**src/rtl/sprite_layer_compositor_pkg.sv**
```systemverilog
// rtl/sprite_layer_compositor_pkg.sv - shared types, constants and helpers for the sprite layer compositor
package compositor_pkg;

    localparam logic [11:0] KEY_COLOR = 12'hE1E;
    localparam logic [4:0]  FADE_FULL = 5'd16;

    typedef logic [11:0] rgb12_t;

    typedef enum logic [1:0] {
        IDLE,
        FADE_OUT,
        BLACK,
        FADE_IN
    } fade_state_t;

    // A layer covers the pixel only inside its box and off the chroma key.
    function automatic logic is_opaque(input logic hit, input rgb12_t rgb);
        return hit && (rgb != KEY_COLOR);
    endfunction

    // (c * level) >> 4 on a 9-bit product; level 16 is identity, 0 is black.
    function automatic logic [3:0] scale_chan(input logic [3:0] c, input logic [4:0] level);
        return 4'(({5'b0, c} * {4'b0, level}) >> 4);
    endfunction

endpackage

```
**src/rtl/sprite_layer_compositor_if.sv**
```systemverilog
// rtl/sprite_layer_compositor_if.sv - pixel, layer, fade control and colour output bundle
interface sprite_layer_compositor_if;
    import compositor_pkg::*;

    logic       blank;
    logic       frame_tick;
    rgb12_t     bg_rgb;
    rgb12_t     opp_rgb;
    logic       opp_hit;
    rgb12_t     plr_rgb;
    logic       plr_hit;
    rgb12_t     ball_rgb;
    logic       ball_hit;
    logic       fade_req;
    logic [3:0] red;
    logic [3:0] green;
    logic [3:0] blue;
    logic       fade_busy;
    logic       scene_swap;

    modport master (
        output blank, frame_tick, bg_rgb, opp_rgb, opp_hit, plr_rgb, plr_hit,
               ball_rgb, ball_hit, fade_req,
        input  red, green, blue, fade_busy, scene_swap
    );

    modport slave (
        input  blank, frame_tick, bg_rgb, opp_rgb, opp_hit, plr_rgb, plr_hit,
               ball_rgb, ball_hit, fade_req,
        output red, green, blue, fade_busy, scene_swap
    );

endinterface

```
**src/rtl/sprite_layer_compositor_fade_ctrl.sv**
```systemverilog
// rtl/sprite_layer_compositor_fade_ctrl.sv - fade-out / hold black / fade-in transition FSM with step and hold counters
module fade_ctrl
    import compositor_pkg::*;
#(
    parameter int FRAMES_PER_STEP = 2,
    parameter int HOLD_FRAMES     = 8
) (
    input  logic       Clk,
    input  logic       Reset,
    input  logic       frame_tick,
    input  logic       fade_req,
    output logic [4:0] level,
    output logic       fade_busy,
    output logic       scene_swap
);

    localparam logic [3:0] STEP_LAST = 4'(FRAMES_PER_STEP - 1);
    localparam logic [7:0] HOLD_LAST = 8'(HOLD_FRAMES - 1);

    fade_state_t state_q, state_d;
    logic [4:0]  level_q, level_d;
    logic [3:0]  step_q, step_d;
    logic [7:0]  hold_q, hold_d;
    logic        busy_q;
    logic        swap_q, swap_d;

    // State, level and counter registers; busy/swap are registered copies of the next-state view.
    always_ff @(posedge Clk or posedge Reset) begin
        if (Reset) begin
            state_q <= IDLE;
            level_q <= FADE_FULL;
            step_q  <= '0;
            hold_q  <= '0;
            busy_q  <= 1'b0;
            swap_q  <= 1'b0;
        end else begin
            state_q <= state_d;
            level_q <= level_d;
            step_q  <= step_d;
            hold_q  <= hold_d;
            busy_q  <= (state_d != IDLE);
            swap_q  <= swap_d;
        end
    end

    // Next-state logic: level moves only on frame_tick, counters clear on every state change.
    always_comb begin
        state_d = state_q;
        level_d = level_q;
        step_d  = step_q;
        hold_d  = hold_q;
        swap_d  = 1'b0;
        case (state_q)
            IDLE: begin
                level_d = FADE_FULL;
                if (fade_req) begin
                    state_d = FADE_OUT;
                    step_d  = '0;
                    hold_d  = '0;
                end
            end
            FADE_OUT: begin
                if (frame_tick) begin
                    if (step_q == STEP_LAST) begin
                        step_d  = '0;
                        level_d = (level_q == 5'd0) ? 5'd0 : level_q - 5'd1;
                        if (level_d == 5'd0) begin
                            state_d = BLACK;
                            hold_d  = '0;
                            swap_d  = 1'b1;
                        end
                    end else begin
                        step_d = step_q + 4'd1;
                    end
                end
            end
            BLACK: begin
                level_d = 5'd0;
                if (frame_tick) begin
                    if (hold_q == HOLD_LAST) begin
                        state_d = FADE_IN;
                        hold_d  = '0;
                        step_d  = '0;
                    end else begin
                        hold_d = hold_q + 8'd1;
                    end
                end
            end
            FADE_IN: begin
                if (frame_tick) begin
                    if (step_q == STEP_LAST) begin
                        step_d  = '0;
                        level_d = (level_q >= FADE_FULL) ? FADE_FULL : level_q + 5'd1;
                        if (level_d == FADE_FULL) begin
                            state_d = IDLE;
                            hold_d  = '0;
                        end
                    end else begin
                        step_d = step_q + 4'd1;
                    end
                end
            end
            default: begin
                state_d = IDLE;
                level_d = FADE_FULL;
                step_d  = '0;
                hold_d  = '0;
            end
        endcase
    end

    assign level      = level_q;
    assign fade_busy  = busy_q;
    assign scene_swap = swap_q;

endmodule

```
**src/rtl/sprite_layer_compositor.sv**
```systemverilog
// rtl/sprite_layer_compositor.sv - layer select, 2-stage fade/blank pipeline, VGA colour out (SPRITE_COMPOSITOR_FADE_EN enables fade)
module sprite_layer_compositor
    import compositor_pkg::*;
#(
    parameter int FRAMES_PER_STEP = 2,
    parameter int HOLD_FRAMES     = 8
) (
    input  logic                       Clk,
    input  logic                       Reset,
    sprite_layer_compositor_if.slave   bus
);

    rgb12_t     sel_d;
    rgb12_t     sel_q;
    logic       blank_q;
    rgb12_t     out_d;
    rgb12_t     out_q;
    logic [4:0] level;

`ifdef SPRITE_COMPOSITOR_FADE_EN
    fade_ctrl #(
        .FRAMES_PER_STEP (FRAMES_PER_STEP),
        .HOLD_FRAMES     (HOLD_FRAMES)
    ) u_fade_ctrl (
        .Clk        (Clk),
        .Reset      (Reset),
        .frame_tick (bus.frame_tick),
        .fade_req   (bus.fade_req),
        .level      (level),
        .fade_busy  (bus.fade_busy),
        .scene_swap (bus.scene_swap)
    );
`else
    logic unused_fade_inputs;
    assign unused_fade_inputs = bus.frame_tick ^ bus.fade_req;
    assign level              = FADE_FULL;
    assign bus.fade_busy      = 1'b0;
    assign bus.scene_swap     = 1'b0;
`endif

    // Topmost opaque layer wins; evaluated lowest priority first so later hits override.
    always_comb begin
        sel_d = bus.bg_rgb;
        if (is_opaque(bus.opp_hit, bus.opp_rgb)) begin
            sel_d = bus.opp_rgb;
        end
        if (is_opaque(bus.plr_hit, bus.plr_rgb)) begin
            sel_d = bus.plr_rgb;
        end
        if (is_opaque(bus.ball_hit, bus.ball_rgb)) begin
            sel_d = bus.ball_rgb;
        end
    end

    // Scale each channel by the current fade level; blanked pixels are forced black.
    always_comb begin
        out_d = '0;
        if (blank_q) begin
            out_d = {scale_chan(sel_q[11:8], level),
                     scale_chan(sel_q[7:4],  level),
                     scale_chan(sel_q[3:0],  level)};
        end
    end

    // Stage 1 holds the selected colour and blank; stage 2 holds the final pixel.
    always_ff @(posedge Clk or posedge Reset) begin
        if (Reset) begin
            sel_q   <= '0;
            blank_q <= 1'b0;
            out_q   <= '0;
        end else begin
            sel_q   <= sel_d;
            blank_q <= bus.blank;
            out_q   <= out_d;
        end
    end

    assign bus.red   = out_q[11:8];
    assign bus.green = out_q[7:4];
    assign bus.blue  = out_q[3:0];

endmodule

```
**src/flat_wrapper.sv**
```systemverilog
// flat-port wrapper written by rule: the top's interface ports become plain ports
module sprite_layer_compositor_flat import compositor_pkg::*;
#(
    parameter int FRAMES_PER_STEP = 2,
    parameter int HOLD_FRAMES     = 8
)
  (Clk, Reset, bus_blank, bus_frame_tick, bus_bg_rgb, bus_opp_rgb, bus_opp_hit, bus_plr_rgb, bus_plr_hit, bus_ball_rgb, bus_ball_hit, bus_fade_req, bus_red, bus_green, bus_blue, bus_fade_busy, bus_scene_swap);
  sprite_layer_compositor_if bus_i ();
  input  logic Clk;
  input  logic Reset;
  input wire logic [$bits(bus_i.blank)-1:0] bus_blank;
  input wire logic [$bits(bus_i.frame_tick)-1:0] bus_frame_tick;
  input wire logic [$bits(bus_i.bg_rgb)-1:0] bus_bg_rgb;
  input wire logic [$bits(bus_i.opp_rgb)-1:0] bus_opp_rgb;
  input wire logic [$bits(bus_i.opp_hit)-1:0] bus_opp_hit;
  input wire logic [$bits(bus_i.plr_rgb)-1:0] bus_plr_rgb;
  input wire logic [$bits(bus_i.plr_hit)-1:0] bus_plr_hit;
  input wire logic [$bits(bus_i.ball_rgb)-1:0] bus_ball_rgb;
  input wire logic [$bits(bus_i.ball_hit)-1:0] bus_ball_hit;
  input wire logic [$bits(bus_i.fade_req)-1:0] bus_fade_req;
  output wire logic [$bits(bus_i.red)-1:0] bus_red;
  output wire logic [$bits(bus_i.green)-1:0] bus_green;
  output wire logic [$bits(bus_i.blue)-1:0] bus_blue;
  output wire logic [$bits(bus_i.fade_busy)-1:0] bus_fade_busy;
  output wire logic [$bits(bus_i.scene_swap)-1:0] bus_scene_swap;
  assign bus_i.blank = bus_blank;
  assign bus_i.frame_tick = bus_frame_tick;
  assign bus_i.bg_rgb = bus_bg_rgb;
  assign bus_i.opp_rgb = bus_opp_rgb;
  assign bus_i.opp_hit = bus_opp_hit;
  assign bus_i.plr_rgb = bus_plr_rgb;
  assign bus_i.plr_hit = bus_plr_hit;
  assign bus_i.ball_rgb = bus_ball_rgb;
  assign bus_i.ball_hit = bus_ball_hit;
  assign bus_i.fade_req = bus_fade_req;
  assign bus_red = bus_i.red;
  assign bus_green = bus_i.green;
  assign bus_blue = bus_i.blue;
  assign bus_fade_busy = bus_i.fade_busy;
  assign bus_scene_swap = bus_i.scene_swap;
  sprite_layer_compositor #(.FRAMES_PER_STEP(FRAMES_PER_STEP), .HOLD_FRAMES(HOLD_FRAMES)) u_core (.Clk(Clk), .Reset(Reset), .bus(bus_i));
endmodule
```
**config.mk**
```make
export PLATFORM = sky130hd
export DESIGN_NAME = sprite_layer_compositor_flat
export DESIGN_NICKNAME = d
export VERILOG_FILES = /design/src/rtl/sprite_layer_compositor_pkg.sv /design/src/rtl/sprite_layer_compositor_if.sv /design/src/rtl/sprite_layer_compositor_fade_ctrl.sv /design/src/rtl/sprite_layer_compositor.sv /design/src/flat_wrapper.sv
export SDC_FILE = /design/constraint.sdc
export NUM_CORES = 1
export LEC_CHECK = 0
export BUFFER_PORTS_ARGS = -buffer_cell sky130_fd_sc_hd__buf_2
export CORE_MARGIN = 5
export CORE_UTILIZATION = 35
export DETAILED_ROUTE_END_ITERATION = 10
export MAX_ROUTING_LAYER = met4
export PLACE_DENSITY = 0.72
export REMOVE_ABC_BUFFERS = 1
export SKIP_LAST_GASP = 1
export SYNTH_ARGS = -nofsm -noshare
export SYNTH_HDL_FRONTEND = slang
export SYNTH_HIERARCHICAL = 1
export SYNTH_SLANG_ARGS = --single-unit
```
**constraint.sdc**
```tcl
create_clock -name Clk -period 1.5 [get_ports Clk]
set_input_delay 0.375 -clock Clk [delete_from_list [all_inputs] [get_ports Clk]]
set_output_delay 0.375 -clock Clk [all_outputs]
set_load 0.005 [all_outputs]
```
==> flow_summary.yaml, run 1 <==
outcome:
  outcome: "finished with violations"
  violations: "setup timing"
yosys:
  synth.avg_cell_area_um2: 10.7
  synth_top_cell_by_area: "dfrtp_1"
  yosysTopAreaCellShare_pct: 46.0
  yosys_register_bits: 25
  synth_edf_count: 0
  synth_area_um2: 1360
  yosysSeqAreaShare_pct: 46.0
  ys.flop_type: "dfrtp_1"
  synth_cells: 127
  ys_async_sr_fraction_pct: 100
  synth.distinct_cells: 32
  synth.most_common_cell: "dfrtp_1"
  yosysWarnings: 6
  synth_common_cells: "dfrtp_1, and2_1, o21ai_0, mux2i_1, nand2_1"
  synth_top_cells_by_area: "dfrtp_1, and2_1, mux2i_1, o21ai_0, o31ai_4"
layout:
  fillerInstances: 344
  diodes: 0
  nNetsFinal: 283
  drive_gt1_share_pct: 53.5
  stdcell_count: 274
  stdcell_area_um2: 2110
  syn2layout_area_growth_pct: 55.1
  post-route-util_pct: 56.8
clock_network:
  cts.path.max_buffers: 2
  cts_tree: "done"
  cts_hold_buf: 0
  cts_sinks: 25
  cts-buffers-inserted: 3
  cts.htree.levels: 1
  clkLatencyLatePin_ns: 0.26
  clk_pin_slew_ns: 0.08
  cts-root-buf: "clkbuf_8"
detailed_routing:
  wire_per_inst_um: 13.9
  detail-route-antenna-nets: 0
  dr.first_iter.drc_count: 79
  firstDrtPassIters: 4
  drc: 0
  vias_per_cell: 4.99
  vias: 1368
  drt_wl_total_um: 3820
floorplan:
  die_w_um: 72.3
  initial_core_util_pct: 36.6
  rows: 22
  io_pins: 70
  fp.dieH_um: 72.3
  die_area_um2: 5230
  coreArea_um2: 3720
power_and_ir_drop:
  ir_drop_uv: 336
  power.leakage_uw: 0.00103
  p_per_area_nw_per_um2: 705
setup_path:
  cp-start-kind: "primary input"
  critPathMaxStageDelay_ns: 0.55
  crit_path_top_delay_cell: "or4bb_4"
  crit_type: "in2reg"
  worstSetupEndpointType: "flop"
  worstPathRequired_ns: 1.69
  worstPathArrival_ns: 1.87
  path_cells: "buf_6 -> or4bb_4 -> o31a_1 -> a211o_1 -> a21oi_2"
  critPathTopFamily: "compound AO/OA/AOI/OAI gates"
  worstPathMaxFanout: 7
  cp.buffers_inverters: 1
place:
  dp_cells: 266
  placement.cell_area_um2: 1950
  gp_congestion: 0.821
  port_buffers: 65
  dp_hpwl_um: 3240
timing:
  fin_crit_sh_pct: 112
  finalWorstSetupSlack_ns: -0.180
  whs_ns: 0.141
  finalSetupViolCount: 12
  slew_violations: 0
  rsz0062_at_grt: "true"
  min_period_ns: 1.68
  max_freq_mhz: 595
  tns_ns: -1.31
  fin_skew_ns: 0.00240
  hold_viol_final: 0
grt:
  grt_max_degree: 26
  grtUsageTotal_pct: 15.0
  grt_pass1_vias: 1432
  grt_pass1_wl_um: 6050
  grt-ovfl-total: 0
  antenna_found_initial: 0
job:
  drv_cap: 0
hold_path:
  hp-class: "in2async"
stage by stage:
stage,setup slack [ns],power (µW)
6_report,-0.180,1490
5_1_grt,-0.209,1570
4_1_cts,-0.168,1490
3_5_place_dp,-0.516,1090
3_3_place_gp,-0.517,1090
2_1_floorplan,-0.280,877
per-layer routing:
metal  share of wire [%]  vias up  GRT usage [%]
li1                    -      678              -
met1                  41      627           17.6
met2                  51       57           26.1
met3                 7.3        6           1.66
met4                 1.0        0           5.64
met5                   0        -              -
cells by family after synthesis:
| logic type | synth area share [%] |
|---|---|
| compound gates | 20.5 |
| buf+inv | 3.59 |
| flops | 46.0 |
| mux | 6.81 |
| other cells | 0.276 |
| simple gates | 22.8 |
registers in the layout (all words and copies together) (netlist names):
signal and cells:
u_core/out_q 12, u_core/sel_q 12, u_core/blank_q 1
layout make-up:
cell class,count,area [µm²],share of cell area (%)
clock buffers,3,41.3,1.96
clock inverters,1,5.00,0.237
inverters,2,7.51,0.356
multi-input cells,94,738,35.0
flip-flops and latches,25,626,29.7
well taps,48,60.1,2.85
repair buffers,101,632,30.0
final timing paths:
path / startpoint / to / slack (ns) / depth (start not counted)
setup / recovery: bus_plr_rgb[8] / u_core/sel_q[3] / -0.18 / 5
hold / removal: Reset / u_core/sel_q[1] / 0.14 / 3
setup reg to reg: u_core/blank_q / u_core/out_q[6] / 0.75 / 1
hold reg to reg: u_core/sel_q[11] / u_core/out_q[11] / 0.46 / 1
max in group asynchronous: Reset / u_core/sel_q[2] / 1.13 / 3
min in group Clk: bus_blank / u_core/blank_q / 0.21 / 1
placed cells by master (no fill, tap or decap):
cell type,netlist,final
nand4_1,3,3
clkinv_2,0,1
nand2b_1,3,3
nor3_1,3,3
a22o_1,1,1
or4b_4,1,1
mux2i_1,7,7
nand2_1,6,6
a31oi_1,5,5
inv_1,2,2
a221oi_2,0,3
and4b_1,3,3
a211oi_1,2,2
o21a_1,2,2
dfrtp_1,25,25
a21oi_2,0,2
o31a_1,2,2
nand4b_1,4,4
buf_2,0,61
o21ai_2,0,4
o21ai_1,1,6
o31ai_1,4,4
buf_6,1,7
o31ai_4,2,2
or4bb_4,0,2
a211o_1,2,2
nor4bb_1,1,1
clkbuf_8,0,3
nand4bb_1,3,3
nor2_1,4,4
and2_1,12,12
conb_1,1,2
o21ai_0,12,3
buf_4,2,33
mux2_2,2,2
repair_timing:
action,in CTS,in global routing
setup endpoints to repair,11,12
pin swaps,12,9
gates resized for setup,16,11
buffers inserted,2,2
where the power goes:
part / switching (µW) / internal (µW) / total [µW]
clock network: 188 / 185 / 373
logic: 169 / 207 / 376
registers: 12.5 / 726 / 738
Power figures use the tool's default switching activity.
==> inputs of run 2 (changes only) <==
- CORE_UTILIZATION: 35 -> 48
- CTS_BUF_LIST: not set -> sky130_fd_sc_hd__clkbuf_16
- PLACE_DENSITY: 0.72 -> 0.92
==> flow_summary.yaml, run 2 (same netlist as run 1, synthesis figures left out) <==
setup_path:
  rrSetupSlack_ns: 0.74
  path_cells: "buf_6 -> or4bb_4 -> o31a_1 -> a211o_1 -> a21oi_2"
  cp.buffers_inverters: 1
  worstPathMaxFanout: 7
  worstSetupEndpointType: "flop"
  critPathMaxStageDelay_ns: 0.54
  crit_type: "in2reg"
  critPathTopFamily: "compound AO/OA/AOI/OAI gates"
  crit_path_top_delay_cell: "or4bb_4"
  cp-start-kind: "primary input"
  worstPathRequired_ns: 1.69
  worstPathArrival_ns: 1.90
clock_network:
  cts.path.max_buffers: 2
  clkLatencyLatePin_ns: 0.25
  cts.htree.levels: 1
  cts-buffers-inserted: 3
  clk_pin_slew_ns: 0.06
  cts_sinks: 25
  cts_hold_buf: 0
  cts-root-buf: "clkbuf_16"
  cts_tree: "done"
timing:
  rsz0062_at_grt: "true"
  fin_crit_sh_pct: 114
  hold_viol_final: 0
  whs_ns: 0.150
  fin_skew_ns: 0.00583
  min_period_ns: 1.71
  finalSetupViolCount: 11
  tns_ns: -1.25
  slew_violations: 0
  finalWorstSetupSlack_ns: -0.214
  max_freq_mhz: 583
detailed_routing:
  firstDrtPassIters: 4
  dr.first_iter.drc_count: 41
  drc: 0
  vias_per_cell: 5.54
  drt_wl_total_um: 3950
  detail-route-antenna-nets: 0
  wire_per_inst_um: 15.6
  vias: 1402
outcome:
  violations: "setup timing"
  outcome: "finished with violations"
floorplan:
  io_pins: 70
  initial_core_util_pct: 49.7
  fp.dieH_um: 63.2
  rows: 19
  die_area_um2: 4000
  die_w_um: 63.2
  coreArea_um2: 2730
grt:
  antenna_found_initial: 0
  grt_pass1_vias: 1517
  grt-ovfl-total: 0
  grtUsageTotal_pct: 20.7
  grt_pass1_wl_um: 6490
  grt_max_degree: 26
job:
  drv_cap: 0
layout:
  syn2layout_area_growth_pct: 53.5
  fillerInstances: 185
  mostFrequentLayoutCell: "buf_2"
  nNetsFinal: 279
  multi_input_area_um2: 737
  seq_area_um2: 626
  layout_common_cells: "buf_2, buf_4, dfrtp_1"
  drive_gt1_share_pct: 51.8
  diodes: 0
  top_regs: "u_core/out_q x12, u_core/sel_q x12, u_core/blank_q x1"
place:
  port_buffers: 65
  dp_hpwl_um: 3190
  gp_congestion: 0.906
  pre_cts_ws_ns: -0.477
power_and_ir_drop:
  power.leakage_uw: 0.00102
  p_per_area_nw_per_um2: 801
  power.total_uw: 1670
  ir_drop_uv: 1480
hold_path:
  hp-class: "in2async"
run 2: final timing paths:
path | cells after the start | start | to
worst max-delay path | 5 | bus_plr_rgb[6] | u_core/sel_q[3]
min in group Clk | 1 | bus_blank | u_core/blank_q
worst min register to register | 1 | u_core/sel_q[0] | u_core/out_q[0]
max in group asynchronous | 3 | Reset | u_core/sel_q[8]
worst max register to register | 1 | u_core/blank_q | u_core/out_q[4]
worst min-delay path | 3 | Reset | u_core/out_q[3]
run 2: report_power, final:
group / internal [µW] / switching, µW / leakage [µW]
Clock: 356 / 212 / 0.0000423
Combinational: 199 / 166 / 0.000672
Sequential: 727 / 14.1 / 0.000306
Total: 1280 / 392 / 0.00102
run 2: metrics by stage:
stage	std cells	util (%)	instance area (µm²)
3_3_place_gp	248	70.2	1920
3_5_place_dp	248	70.2	1920
2_1_floorplan	121	-	1320
4_1_cts	253	75.2	2060
6_report	253	76.4	2090
5_1_grt	253	76.4	2090
run 2: final cells by class:
class | instances | area share [%]
Sequential cell | 25 | 30.0
Multi-Input combinational cell | 94 | 35.3
Clock buffer | 3 | 3.59
Inverter | 2 | 0.359
Timing Repair Buffer | 97 | 28.8
Tap cell | 31 | 1.86
Clock inverter | 1 | 0.180
run 2: worst min-delay path, cell delays in order:
cell and delay, ns:
buf_2 0.09, inv_1 0.04, buf_4 0.28
run 2: per-layer routing:
| layer | vias to the layer above | track usage (%) | wire, µm |
|---|---|---|---|
| met5 | - | - | 0 |
| met4 | 0 | 10.4 | 142 |
| met3 | 14 | 3.37 | 276 |
| met2 | 71 | 36.4 | 2040 |
| met1 | 644 | 22.2 | 1480 |
| li1 | 673 | - | - |
run 2: repair_timing:
action                                  in CTS  in global routing
pin swaps                                    6                  5
gates resized for setup                     14                  7
setup buffers                                1                  0
cloned                                       0                  0
endpoints found under the hold margin        0                  0
endpoints found under the setup margin      11                 12
==> inputs of run 3 (changes only) <==
- CELL_PAD_IN_SITES_DETAIL_PLACEMENT: not set -> 1
- CELL_PAD_IN_SITES_GLOBAL_PLACEMENT: not set -> 1
- CORE_UTILIZATION: 48 -> 35
==> flow_summary.yaml, run 3 (same netlist as run 1, synthesis figures left out) <==
grt:
  grtUsageTotal_pct: 20.5
  grt_pass1_wl_um: 8000
  grt_pass1_vias: 1695
  grt-ovfl-total: 0
  antenna_found_initial: 0
  grt_max_degree: 26
detailed_routing:
  dr.first_iter.drc_count: 50
  firstDrtPassIters: 4
  wire_per_inst_um: 18.4
  detail-route-antenna-nets: 0
  drt_wl_total_um: 4950
  drc: 0
  vias: 1429
  vias_per_cell: 5.31
setup_path:
  crit_path_top_delay_cell: "or4bb_4"
  worstPathMaxFanout: 7
  startpoint: "bus_plr_rgb[8]"
  critPathMaxStageDelay_ns: 0.56
  path_cells: "buf_6 -> or4bb_4 -> o31a_4 -> a221oi_2 -> o21ai_1"
  crit_type: "in2reg"
  r2r-start: "u_core/blank_q"
  cp-start-kind: "primary input"
  worstPathRequired_ns: 1.63
  worstSetupEndpointType: "flop"
  worstPathArrival_ns: 1.80
layout:
  top_regs: "u_core/out_q x12, u_core/sel_q x12, u_core/blank_q x1"
  nNetsFinal: 278
  stdcell_area_um2: 2140
  stdcell_count: 269
  layout_common_cells: "buf_2, buf_4, dfrtp_1"
  drive_gt1_share_pct: 52.9
  mostFrequentLayoutCell: "buf_2"
  diodes: 0
  syn2layout_area_growth_pct: 57.3
place:
  dp_cells: 264
  port_buffers: 65
  gp_congestion: 0.909
  pre_cts_ws_ns: -0.601
  dp_hpwl_um: 3920
  placement.cell_area_um2: 1930
clock_network:
  cts.htree.levels: 1
  cts-root-buf: "clkbuf_16"
  cts_tree: "done"
  cts_hold_buf: 0
  cts_sinks: 25
  cts-buffers-inserted: 3
  clkLatencyLatePin_ns: 0.25
  clk_pin_slew_ns: 0.06
  cts.path.max_buffers: 2
timing:
  max_freq_mhz: 598
  fin_skew_ns: 0.00463
  hold_viol_final: 0
  finalWorstSetupSlack_ns: -0.173
  fin_crit_sh_pct: 112
  tns_ns: -1.32
  rsz0062_at_grt: "true"
  slew_violations: 0
  whs_ns: 0.160
  min_period_ns: 1.67
  finalSetupViolCount: 12
power_and_ir_drop:
  p_int_uw: 1290
  p_per_area_nw_per_um2: 797
  p_seq_share_pct: 43.6
  pwr-share-clk_pct: 33.7
  power.leakage_uw: 0.00104
  switchingPower_uw: 414
  swShare_pct: 24.3
  ir_drop_uv: 388
  power_frac_comb_pct: 22.6
floorplan:
  fp.dieH_um: 72.3
  coreArea_um2: 3720
  initial_core_util_pct: 36.6
  die_w_um: 72.3
  die_area_um2: 5230
  io_pins: 70
  rows: 22
hold_path:
  hp-class: "in2async"
outcome:
  violations: "setup timing"
  outcome: "finished with violations"
job:
  drv_cap: 0
## run 3: cell count changes in the layout (fill, tap and decap cells not counted), sizes merged
cell	change
clkinv	+1
inv	-1
buf	-1
## run 3: repair_timing
action                                  CTS  global route
resized for setup                        19             9
endpoints found under the setup margin   12            12
pin swaps                                12             6
buffers inserted                          1             0
## run 3: routing by layer
metal  up-vias  share of wire, %  global-route usage [%]
met2        69                54                    38.2
met4         0               1.5                    7.10
met5         -                 0                       -
met3         7               6.8                    2.49
met1       686                37                    22.0
li1        667                 -                       -
## run 3: metrics by stage
step | utilization (%) | power [µW]
6_report | 57.6 | 1700
3_3_place_gp | 52.0 | 1080
5_1_grt | 57.6 | 1800
2_1_floorplan | - | 877
3_5_place_dp | 52.0 | 1100
4_1_cts | 56.5 | 1700
## run 3: worst paths after layout
kind | to | slack, ns | cells past startpoint
setup / recovery | u_core/sel_q[8] | -0.17 | 5
hold / removal | u_core/out_q[5] | 0.16 | 3
setup reg to reg | u_core/out_q[11] | 0.74 | 1
hold reg to reg | u_core/out_q[5] | 0.46 | 1
max in group asynchronous | u_core/sel_q[11] | 1.10 | 3
min in group Clk | u_core/blank_q | 0.24 | 1
## run 3: layout make-up
type / instances / area, µm²
fill: 437 / 1580
multi-input combinational: 94 / 763
sequential: 25 / 626
timing repair buffer: 96 / 603
clock buffer: 3 / 75.1
tap: 48 / 60.1
inverter: 2 / 7.51
clock inverter: 1 / 5.00
## run 3: power by group through the flow
stage	registers, µW	logic [µW]	clock network [µW]
CTS	744	368	590
floorplan	754	123	0
global route	748	419	630
detailed placement	757	342	0
global placement	753	328	0
finish	743	386	575
## run 3: critical path, delay by kind of cell
family,cells,cell delay [ns]
compound gates,3,0.78
buf+inv,1,0.09
simple gates,1,0.56
